==> config.mk <==
export PLATFORM = sky130hd
export DESIGN_NAME = ddr_port_arbiter_flat
export DESIGN_NICKNAME = d
export VERILOG_FILES = /design/src/rtl/ddr_port_arbiter_pkg.sv /design/src/rtl/ddr_port_arbiter_if.sv /design/src/rtl/ddr_port_arbiter_tag_fifo.sv /design/src/rtl/ddr_port_arbiter.sv /design/src/flat_wrapper.sv
export SDC_FILE = /design/constraint.sdc
export NUM_CORES = 1
export LEC_CHECK = 0
export BUFFER_PORTS_ARGS = -buffer_cell sky130_fd_sc_hd__buf_2
export CAP_MARGIN = 20
export CORE_AREA = 2 2 289 291
export DETAILED_ROUTE_END_ITERATION = 8
export DIE_AREA = 0 0 291 293
export GPL_ROUTABILITY_DRIVEN = 0
export RECOVER_POWER = 100
export SLEW_MARGIN = 0
export SYNTH_ARGS = -nofsm -noshare
export SYNTH_HDL_FRONTEND = slang
export SYNTH_HIERARCHICAL = 1
export SYNTH_SLANG_ARGS = --single-unit
==> constraint.sdc <==
create_clock -name clock -period 3.4 [get_ports clock]
set_clock_uncertainty 0.1 [all_clocks]
set_input_delay 0.51 -clock clock [delete_from_list [all_inputs] [get_ports clock]]
set_output_delay 0.51 -clock clock [all_outputs]
set_load 0.005 [all_outputs]
==> src/rtl/ddr_port_arbiter_pkg.sv <==
// Shared types and constants for the two-client DDR port arbiter.
// FSM encodings, client ids, DDR line/address widths and the round-robin pick.
package ddr_port_arbiter_pkg;

  localparam int LINE_W = 128;
  localparam int ADDR_W = 26;

  localparam logic CLIENT_MMS = 1'b0;
  localparam logic CLIENT_DC  = 1'b1;

  typedef enum logic [1:0] {
    IDLE     = 2'd0,
    WR_BEAT0 = 2'd1,
    WR_BEAT1 = 2'd2
  } arb_state_e;

  // With both clients requesting, the one that did not win last time goes next.
  function automatic logic rr_pick(input logic v0, input logic v1, input logic rr_last);
    return (v0 && v1) ? ~rr_last : (v1 ? CLIENT_DC : CLIENT_MMS);
  endfunction

endpackage

==> src/rtl/ddr_port_arbiter_if.sv <==
// Client command/write/read signals and the DDR controller port of the arbiter.
// slave: the arbiter; master: the clients and DDR controller around it.
interface ddr_port_arbiter_if;
  import ddr_port_arbiter_pkg::*;

  logic              cmdValid0, cmdValid1;
  logic              cmdRead0, cmdRead1;
  logic [ADDR_W-1:0] cmdAddr0, cmdAddr1;
  logic              cmdReady0, cmdReady1;
  logic              wdValid0, wdValid1;
  logic [LINE_W-1:0] wdData0, wdData1;
  logic              wdReady0, wdReady1;
  logic              rdValid0, rdValid1;
  logic [LINE_W-1:0] rdData;
  logic              afFull, wbFull, rbEmpty;
  logic              wrAF, afRead;
  logic [ADDR_W-1:0] afAddress;
  logic              wrWB;
  logic [LINE_W-1:0] writeData;
  logic              rdRB;
  logic [LINE_W-1:0] readData;

  modport slave (
    input  cmdValid0, cmdValid1, cmdRead0, cmdRead1, cmdAddr0, cmdAddr1,
    input  wdValid0, wdValid1, wdData0, wdData1,
    input  afFull, wbFull, rbEmpty, readData,
    output cmdReady0, cmdReady1, wdReady0, wdReady1,
    output rdValid0, rdValid1, rdData,
    output wrAF, afRead, afAddress, wrWB, writeData, rdRB
  );

  modport master (
    output cmdValid0, cmdValid1, cmdRead0, cmdRead1, cmdAddr0, cmdAddr1,
    output wdValid0, wdValid1, wdData0, wdData1,
    output afFull, wbFull, rbEmpty, readData,
    input  cmdReady0, cmdReady1, wdReady0, wdReady1,
    input  rdValid0, rdValid1, rdData,
    input  wrAF, afRead, afAddress, wrWB, writeData, rdRB
  );

endinterface

==> src/rtl/ddr_port_arbiter_tag_fifo.sv <==
// 1-bit tag FIFO recording which client issued each outstanding read.
// Pointers carry an extra wrap bit so full and empty are distinguishable.
module arb_tag_fifo #(
  parameter int DEPTH = 8,
  parameter int AW    = 3
) (
  input  logic clock,
  input  logic reset_n,
  input  logic push_i,
  input  logic din_i,
  input  logic pop_i,
  output logic dout_o,
  output logic full_o,
  output logic empty_o
);

  logic [AW:0] wr_ptr_q, rd_ptr_q;
  logic        mem_q [DEPTH];

  assign empty_o = (wr_ptr_q == rd_ptr_q);
  assign full_o  = (wr_ptr_q[AW] != rd_ptr_q[AW]) &&
                   (wr_ptr_q[AW-1:0] == rd_ptr_q[AW-1:0]);
  assign dout_o  = mem_q[rd_ptr_q[AW-1:0]];

  always_ff @(posedge clock or negedge reset_n) begin
    if (!reset_n) begin
      wr_ptr_q <= '0;
      rd_ptr_q <= '0;
    end else begin
      if (push_i && !full_o) wr_ptr_q <= wr_ptr_q + 1'b1;
      if (pop_i && !empty_o) rd_ptr_q <= rd_ptr_q + 1'b1;
    end
  end

  always_ff @(posedge clock) begin
    if (push_i && !full_o) mem_q[wr_ptr_q[AW-1:0]] <= din_i;
  end

endmodule

==> src/rtl/ddr_port_arbiter.sv <==
// Round-robin sharing of one DDR controller port between two clients, with in-order read routing.
// Define ARB_STATS_EN to add the per-client grant counters grantCount0/grantCount1.
module ddr_port_arbiter
  import ddr_port_arbiter_pkg::*;
#(
  parameter int TAG_DEPTH = 8,
  parameter int TAG_AW    = 3
) (
  input  logic              clock,
  input  logic              reset_n,
  ddr_port_arbiter_if.slave bus
`ifdef ARB_STATS_EN
  ,
  output logic [31:0]       grantCount0,
  output logic [31:0]       grantCount1
`endif
);

  arb_state_e        state_q, state_d;
  logic              rr_last_q, rr_last_d;
  logic              id_q, id_d;
  logic [ADDR_W-1:0] addr_q;
  logic              beat_q;
  logic              latch_addr;

  logic [1:0]        vld, is_rd, wdv, cmd_rdy, wd_rdy, rd_vld;
  logic [ADDR_W-1:0] cmd_addr [2];
  logic [LINE_W-1:0] wd_data [2];

  logic              win, oth, read_ok, wr_go, wr_sel;
  logic              af_wr, af_rd, wb_wr, rd_go;
  logic [ADDR_W-1:0] af_addr;
  logic [LINE_W-1:0] wb_data;
  logic              tag_push, tag_din, tag_pop, tag_head, tag_full, tag_empty;

  assign vld         = {bus.cmdValid1, bus.cmdValid0};
  assign is_rd       = {bus.cmdRead1, bus.cmdRead0};
  assign wdv         = {bus.wdValid1, bus.wdValid0};
  assign cmd_addr[0] = bus.cmdAddr0;
  assign cmd_addr[1] = bus.cmdAddr1;
  assign wd_data[0]  = bus.wdData0;
  assign wd_data[1]  = bus.wdData1;

  arb_tag_fifo #(.DEPTH(TAG_DEPTH), .AW(TAG_AW)) u_tag_fifo (
    .clock   (clock),
    .reset_n (reset_n),
    .push_i  (tag_push),
    .din_i   (tag_din),
    .pop_i   (tag_pop),
    .dout_o  (tag_head),
    .full_o  (tag_full),
    .empty_o (tag_empty)
  );

  // Outputs are held low while reset_n is asserted, even though client inputs may be active.
  always_comb begin
    state_d    = state_q;
    rr_last_d  = rr_last_q;
    id_d       = id_q;
    latch_addr = 1'b0;
    cmd_rdy    = '0;
    wd_rdy     = '0;
    af_wr      = 1'b0;
    af_rd      = 1'b0;
    af_addr    = '0;
    wb_wr      = 1'b0;
    wb_data    = '0;
    tag_push   = 1'b0;
    tag_din    = 1'b0;
    wr_go      = 1'b0;
    wr_sel     = 1'b0;
    win        = rr_pick(vld[0], vld[1], rr_last_q);
    oth        = ~win;
    read_ok    = ~bus.afFull && ~tag_full;
    if (reset_n) begin
      unique case (state_q)
        IDLE: begin
          if (vld[win]) begin
            if (!is_rd[win]) begin
              wr_go  = 1'b1;
              wr_sel = win;
            end else if (read_ok) begin
              cmd_rdy[win] = 1'b1;
              af_wr        = 1'b1;
              af_rd        = 1'b1;
              af_addr      = cmd_addr[win];
              tag_push     = 1'b1;
              tag_din      = win;
              rr_last_d    = win;
            end else if (vld[oth] && !is_rd[oth]) begin
              // A stalled read must not hold up the other client's write.
              wr_go  = 1'b1;
              wr_sel = oth;
            end
          end
          if (wr_go) begin
            cmd_rdy[wr_sel] = 1'b1;
            id_d            = wr_sel;
            latch_addr      = 1'b1;
            rr_last_d       = wr_sel;
            state_d         = WR_BEAT0;
          end
        end
        WR_BEAT0: begin
          if (wdv[id_q] && !bus.wbFull) begin
            wb_wr        = 1'b1;
            wb_data      = wd_data[id_q];
            wd_rdy[id_q] = 1'b1;
            state_d      = WR_BEAT1;
          end
        end
        WR_BEAT1: begin
          // The AF entry goes out together with the last data beat, never ahead of it.
          if (wdv[id_q] && !bus.wbFull && !bus.afFull) begin
            wb_wr        = 1'b1;
            wb_data      = wd_data[id_q];
            wd_rdy[id_q] = 1'b1;
            af_wr        = 1'b1;
            af_addr      = addr_q;
            state_d      = IDLE;
          end
        end
        default: state_d = IDLE;
      endcase
    end
  end

  always_ff @(posedge clock or negedge reset_n) begin
    if (!reset_n) begin
      state_q   <= IDLE;
      rr_last_q <= CLIENT_DC;
      id_q      <= CLIENT_MMS;
      beat_q    <= 1'b0;
    end else begin
      state_q   <= state_d;
      rr_last_q <= rr_last_d;
      id_q      <= id_d;
      if (rd_go) beat_q <= ~beat_q;
    end
  end

  always_ff @(posedge clock) begin
    if (latch_addr) addr_q <= cmd_addr[wr_sel];
  end

  // Read return: two beats per tag, routed to the client at the head of the tag FIFO.
  assign rd_go   = reset_n && ~bus.rbEmpty && ~tag_empty;
  assign tag_pop = rd_go && beat_q;
  assign rd_vld  = {rd_go && tag_head, rd_go && ~tag_head};

  rb_without_tag: assert property (@(posedge clock) disable iff (!reset_n)
                                   !(!bus.rbEmpty && tag_empty));

  assign bus.cmdReady0 = cmd_rdy[0];
  assign bus.cmdReady1 = cmd_rdy[1];
  assign bus.wdReady0  = wd_rdy[0];
  assign bus.wdReady1  = wd_rdy[1];
  assign bus.rdValid0  = rd_vld[0];
  assign bus.rdValid1  = rd_vld[1];
  assign bus.rdData    = rd_go ? bus.readData : '0;
  assign bus.rdRB      = rd_go;
  assign bus.wrAF      = af_wr;
  assign bus.afRead    = af_rd;
  assign bus.afAddress = af_addr;
  assign bus.wrWB      = wb_wr;
  assign bus.writeData = wb_data;

`ifdef ARB_STATS_EN
  logic [31:0] gcnt0_q, gcnt1_q;

  always_ff @(posedge clock or negedge reset_n) begin
    if (!reset_n) begin
      gcnt0_q <= '0;
      gcnt1_q <= '0;
    end else begin
      if (cmd_rdy[0]) gcnt0_q <= gcnt0_q + 32'd1;
      if (cmd_rdy[1]) gcnt1_q <= gcnt1_q + 32'd1;
    end
  end

  assign grantCount0 = gcnt0_q;
  assign grantCount1 = gcnt1_q;
`endif

endmodule

==> src/flat_wrapper.sv <==
// flat-port wrapper written by rule: the top's interface ports become plain ports
module ddr_port_arbiter_flat import ddr_port_arbiter_pkg::*;
#(
  parameter int TAG_DEPTH = 8,
  parameter int TAG_AW    = 3
)
  (clock, reset_n, bus_cmdValid0, bus_cmdValid1, bus_cmdRead0, bus_cmdRead1, bus_cmdAddr0, bus_cmdAddr1, bus_wdValid0, bus_wdValid1, bus_wdData0, bus_wdData1, bus_afFull, bus_wbFull, bus_rbEmpty, bus_readData, bus_cmdReady0, bus_cmdReady1, bus_wdReady0, bus_wdReady1, bus_rdValid0, bus_rdValid1, bus_rdData, bus_wrAF, bus_afRead, bus_afAddress, bus_wrWB, bus_writeData, bus_rdRB);
  ddr_port_arbiter_if bus_i ();
  input  logic clock;
  input  logic reset_n;
  input wire logic [$bits(bus_i.cmdValid0)-1:0] bus_cmdValid0;
  input wire logic [$bits(bus_i.cmdValid1)-1:0] bus_cmdValid1;
  input wire logic [$bits(bus_i.cmdRead0)-1:0] bus_cmdRead0;
  input wire logic [$bits(bus_i.cmdRead1)-1:0] bus_cmdRead1;
  input wire logic [$bits(bus_i.cmdAddr0)-1:0] bus_cmdAddr0;
  input wire logic [$bits(bus_i.cmdAddr1)-1:0] bus_cmdAddr1;
  input wire logic [$bits(bus_i.wdValid0)-1:0] bus_wdValid0;
  input wire logic [$bits(bus_i.wdValid1)-1:0] bus_wdValid1;
  input wire logic [$bits(bus_i.wdData0)-1:0] bus_wdData0;
  input wire logic [$bits(bus_i.wdData1)-1:0] bus_wdData1;
  input wire logic [$bits(bus_i.afFull)-1:0] bus_afFull;
  input wire logic [$bits(bus_i.wbFull)-1:0] bus_wbFull;
  input wire logic [$bits(bus_i.rbEmpty)-1:0] bus_rbEmpty;
  input wire logic [$bits(bus_i.readData)-1:0] bus_readData;
  output wire logic [$bits(bus_i.cmdReady0)-1:0] bus_cmdReady0;
  output wire logic [$bits(bus_i.cmdReady1)-1:0] bus_cmdReady1;
  output wire logic [$bits(bus_i.wdReady0)-1:0] bus_wdReady0;
  output wire logic [$bits(bus_i.wdReady1)-1:0] bus_wdReady1;
  output wire logic [$bits(bus_i.rdValid0)-1:0] bus_rdValid0;
  output wire logic [$bits(bus_i.rdValid1)-1:0] bus_rdValid1;
  output wire logic [$bits(bus_i.rdData)-1:0] bus_rdData;
  output wire logic [$bits(bus_i.wrAF)-1:0] bus_wrAF;
  output wire logic [$bits(bus_i.afRead)-1:0] bus_afRead;
  output wire logic [$bits(bus_i.afAddress)-1:0] bus_afAddress;
  output wire logic [$bits(bus_i.wrWB)-1:0] bus_wrWB;
  output wire logic [$bits(bus_i.writeData)-1:0] bus_writeData;
  output wire logic [$bits(bus_i.rdRB)-1:0] bus_rdRB;
  assign bus_i.cmdValid0 = bus_cmdValid0;
  assign bus_i.cmdValid1 = bus_cmdValid1;
  assign bus_i.cmdRead0 = bus_cmdRead0;
  assign bus_i.cmdRead1 = bus_cmdRead1;
  assign bus_i.cmdAddr0 = bus_cmdAddr0;
  assign bus_i.cmdAddr1 = bus_cmdAddr1;
  assign bus_i.wdValid0 = bus_wdValid0;
  assign bus_i.wdValid1 = bus_wdValid1;
  assign bus_i.wdData0 = bus_wdData0;
  assign bus_i.wdData1 = bus_wdData1;
  assign bus_i.afFull = bus_afFull;
  assign bus_i.wbFull = bus_wbFull;
  assign bus_i.rbEmpty = bus_rbEmpty;
  assign bus_i.readData = bus_readData;
  assign bus_cmdReady0 = bus_i.cmdReady0;
  assign bus_cmdReady1 = bus_i.cmdReady1;
  assign bus_wdReady0 = bus_i.wdReady0;
  assign bus_wdReady1 = bus_i.wdReady1;
  assign bus_rdValid0 = bus_i.rdValid0;
  assign bus_rdValid1 = bus_i.rdValid1;
  assign bus_rdData = bus_i.rdData;
  assign bus_wrAF = bus_i.wrAF;
  assign bus_afRead = bus_i.afRead;
  assign bus_afAddress = bus_i.afAddress;
  assign bus_wrWB = bus_i.wrWB;
  assign bus_writeData = bus_i.writeData;
  assign bus_rdRB = bus_i.rdRB;
  ddr_port_arbiter #(.TAG_DEPTH(TAG_DEPTH), .TAG_AW(TAG_AW)) u_core (.clock(clock), .reset_n(reset_n), .bus(bus_i));
endmodule
==> impl_metrics.ini <==
[power]
irDropWorstVdd_mv = 0.218
power_density_mw_per_mm2 = 334
static-leakage-power_nw = 4.77

[critical_path]
critPathRequiredTime_ns = 2.79
critPathLaunchType = flip-flop
worst_r2r_startpoint = u_core/u_tag_fifo/rd_ptr_q[1]
worstSetupEndpointType = output pin
critical_path_peak_fanout = 67
timing.critical_path.from = u_core/state_q[0]
worst-setup-path-type = flip-flop to output pin
cp_data_arrival_time_ns = 2.62

[placement]
port_buffers = 738
dp.final_hpwl_microns = 56600

[routing]
first_iter_violations = 413
drt-wirelength-per-cell_microns = 26.4
num_vias = 8008
via_per_inst = 3.38
drtPass1Iterations = 5
drc = 0
drt.antenna.violating_nets = 0
detail_route.wirelength_microns = 62600

[clocking]
cts_max_path_buffers = 2
number_of_clock_sinks = 47
clock_insertion_delay_worst_skew_ns = 0.30
clkTransAtPathRegs_ns = 0.07
numCtsBuffers = 5
cts_max_level = 2
clock-root-buffer = clkbuf_16
tritoncts = built

[global_route]
track_usage_pct = 13.6
grt-ovfl-total = 0
grt_first_pass_wirelength_microns = 75500
grt_start_max_net_pins = 68
antenna_found_initial = 63
via_count_of_the_first_global_routing_pass = 7603

[sta]
relSlewSlack_pct = 42.9
post-route-min-period_ns = 3.23
worstMarginPinSlew_ns = 0.857
final_min_period_over_clock_period_pct = 94.9
fin_hold_ws_ns = 0.301
hold_violations = 0
totalNegativeSetupSlack_ns = 0
max_freq_ghz = 0.310
timing.final.setup_violations = 0
maxSlewViolCount = 0
rsz_0062_raised_after_global_routing = no

[flow_run]
max_cap_violations = 0

[yosys]
register_bit_count_reported_by_yosys = 47
synth.cells.most_frequent = 134 x and2_1, 128 x a22o_1, 38 x mux2_2, 38 x nor2_1, 34 x edfxtp_1
synth.avg_cell_area_sq_um = 9.42
synth_top_area_share_pct = 20.8
synth-edff-count = 34
ys_seq_area_share_pct = 25.0
synth_most_common_cell = and2_1
yosysUniqueCellTypes = 53
synthTopCellsByArea = a22o_1 21%, edfxtp_1 19%, and2_1 16%, mux2_2 7.9%, dfrtp_1 5.6%
post_synthesis_cell_count = 572
async_reset_ff_share_pct = 27.7
synthesis.nets = 1024
warning_count_from_the_yosys_run = 6
syn_area_sq_mm = 0.00539
ys.flop_type = edfxtp_1
post_synthesis_cell_type_with_the_largest_combined_area = a22o_1

[die]
dieArea_sq_mm = 0.0853
start_util_pct = 6.59
design.portCount = 739
fp-row-count = 105
dieWidth_microns = 291
core_sq_mm = 0.0818
die-height_microns = 293

[status]
outcome = complete, no violations

[cells_and_area]
final_layout_size_suffix_gt1_share_pct = 54.3
areaGrowthSynthToFinish_pct = 93.4
finalNetCount = 1736

[worst_hold_path]
hold_class = input port to asynchronous set/reset pin
## routing by layer
layer  vias up  global-route usage, %  wire length [microns]
met5         -                      0                    310
met4        44                   2.53                   1760
met3       123                   13.7                  15000
met2       552                   18.6                  23900
met1      3696                   14.8                  21700
li1       3593                      -                      -
## sequential cells by signal, summed over array words and instances (netlist names)
name and cells:
u_core/addr_q 26, u_core/u_tag_fifo/mem_q 8, u_core/u_tag_fifo/rd_ptr_q 4, u_core/u_tag_fifo/wr_ptr_q 4, u_core/state_q 2, u_core/beat_q 1, u_core/id_q 1, u_core/rr_last_q 1
## where the power goes
group          total (W)  internal (W)  switching [W]
sequential      0.000890      0.000729       0.000161
clock           0.000571      0.000321       0.000250
combinational    0.00202      0.000914        0.00111
total            0.00348       0.00196        0.00152
## final cells by class
type                            count  area [sq um]
Inverter                            6          22.5
Antenna cell                       14          35.0
Clock buffer                        6           150
Multi-Input combinational cell    460          3670
Clock inverter                      2          16.3
Fill cell                        9546         71400
Tap cell                         1070          1340
Timing Repair Buffer              764          3840
Sequential cell                    47          1350
## worst max-delay path, cell delays in order, from the launching register on
cell and delay, ns:
dfrtp_1 0.39, inv_1 0.10, ha_1 0.24, nor2b_1 0.18, o2111a_1 0.25, and2_4 0.25
buf_16 0.26, a22o_1 0.20, clkbuf_1 0.36
## what timing repair did
item | CTS | global route
gates resized for setup | 0 | 11
endpoints found under the setup margin | 0 | 148
setup buffers | 0 | 3
endpoints found under the hold margin | 0 | 0
hold buffers | 0 | 0
## through the flow
stage / std cells / cell area, sq um / total power [W] / setup WS (ns) / utilization, %
global placement: 2343 / 10400 / 0.00292 / 0.462 / 12.7
CTS: 2351 / 10500 / 0.00353 / 0.0811 / 12.9
detailed placement: 2343 / 10400 / 0.00293 / 0.439 / 12.7
floorplan: 572 / 5390 / 0.00188 / 0.193 / -
global route: 2361 / 10400 / 0.00373 / 0.00483 / 12.7
finish: 2369 / 10400 / 0.00348 / 0.174 / 12.7
## cell families after synthesis
family          count (synthesis)  synth area share [%]
xor+xnor                       10                  2.04
buf+inv                        66                  7.45
fa+ha+maj                       5                  1.16
mux                            59                  13.4
simple gates                  205                  22.2
flops                          47                  25.0
compound gates                180                  28.7
## final timing paths
path | end | slack (ns) | cells past startpoint
setup reg to reg | u_core/addr_q[3] | 0.26 | 6
hold reg to reg | u_core/beat_q | 0.37 | 1
hold / removal | u_core/beat_q | 0.30 | 2
min in group clock | u_core/beat_q | 0.37 | 1
max in group asynchronous | u_core/rr_last_q | 2.63 | 2
setup / recovery | bus_writeData[110] | 0.17 | 8
## placed cells by master (no fill, tap or decap), drive strengths merged, types with 2 or more instances in the layout
cell type,count
xor2,5
ha,5
xnor2,5
and4,2
inv,7
a22oi,26
o41ai,5
clkbuf,200
nor3,4
mux4,2
and2b,2
nor4,3
diode,14
nor2b,2
nand2,7
buf,570
edfxtp,34
nand2b,5
o31ai,2
nor2,38
a22o,128
and2,135
o311ai,4
nand4,3
a21oi,2
o21ai,6
mux2,56
dfrtp,12
No activity file was read; power rests on OpenSTA's default activity.
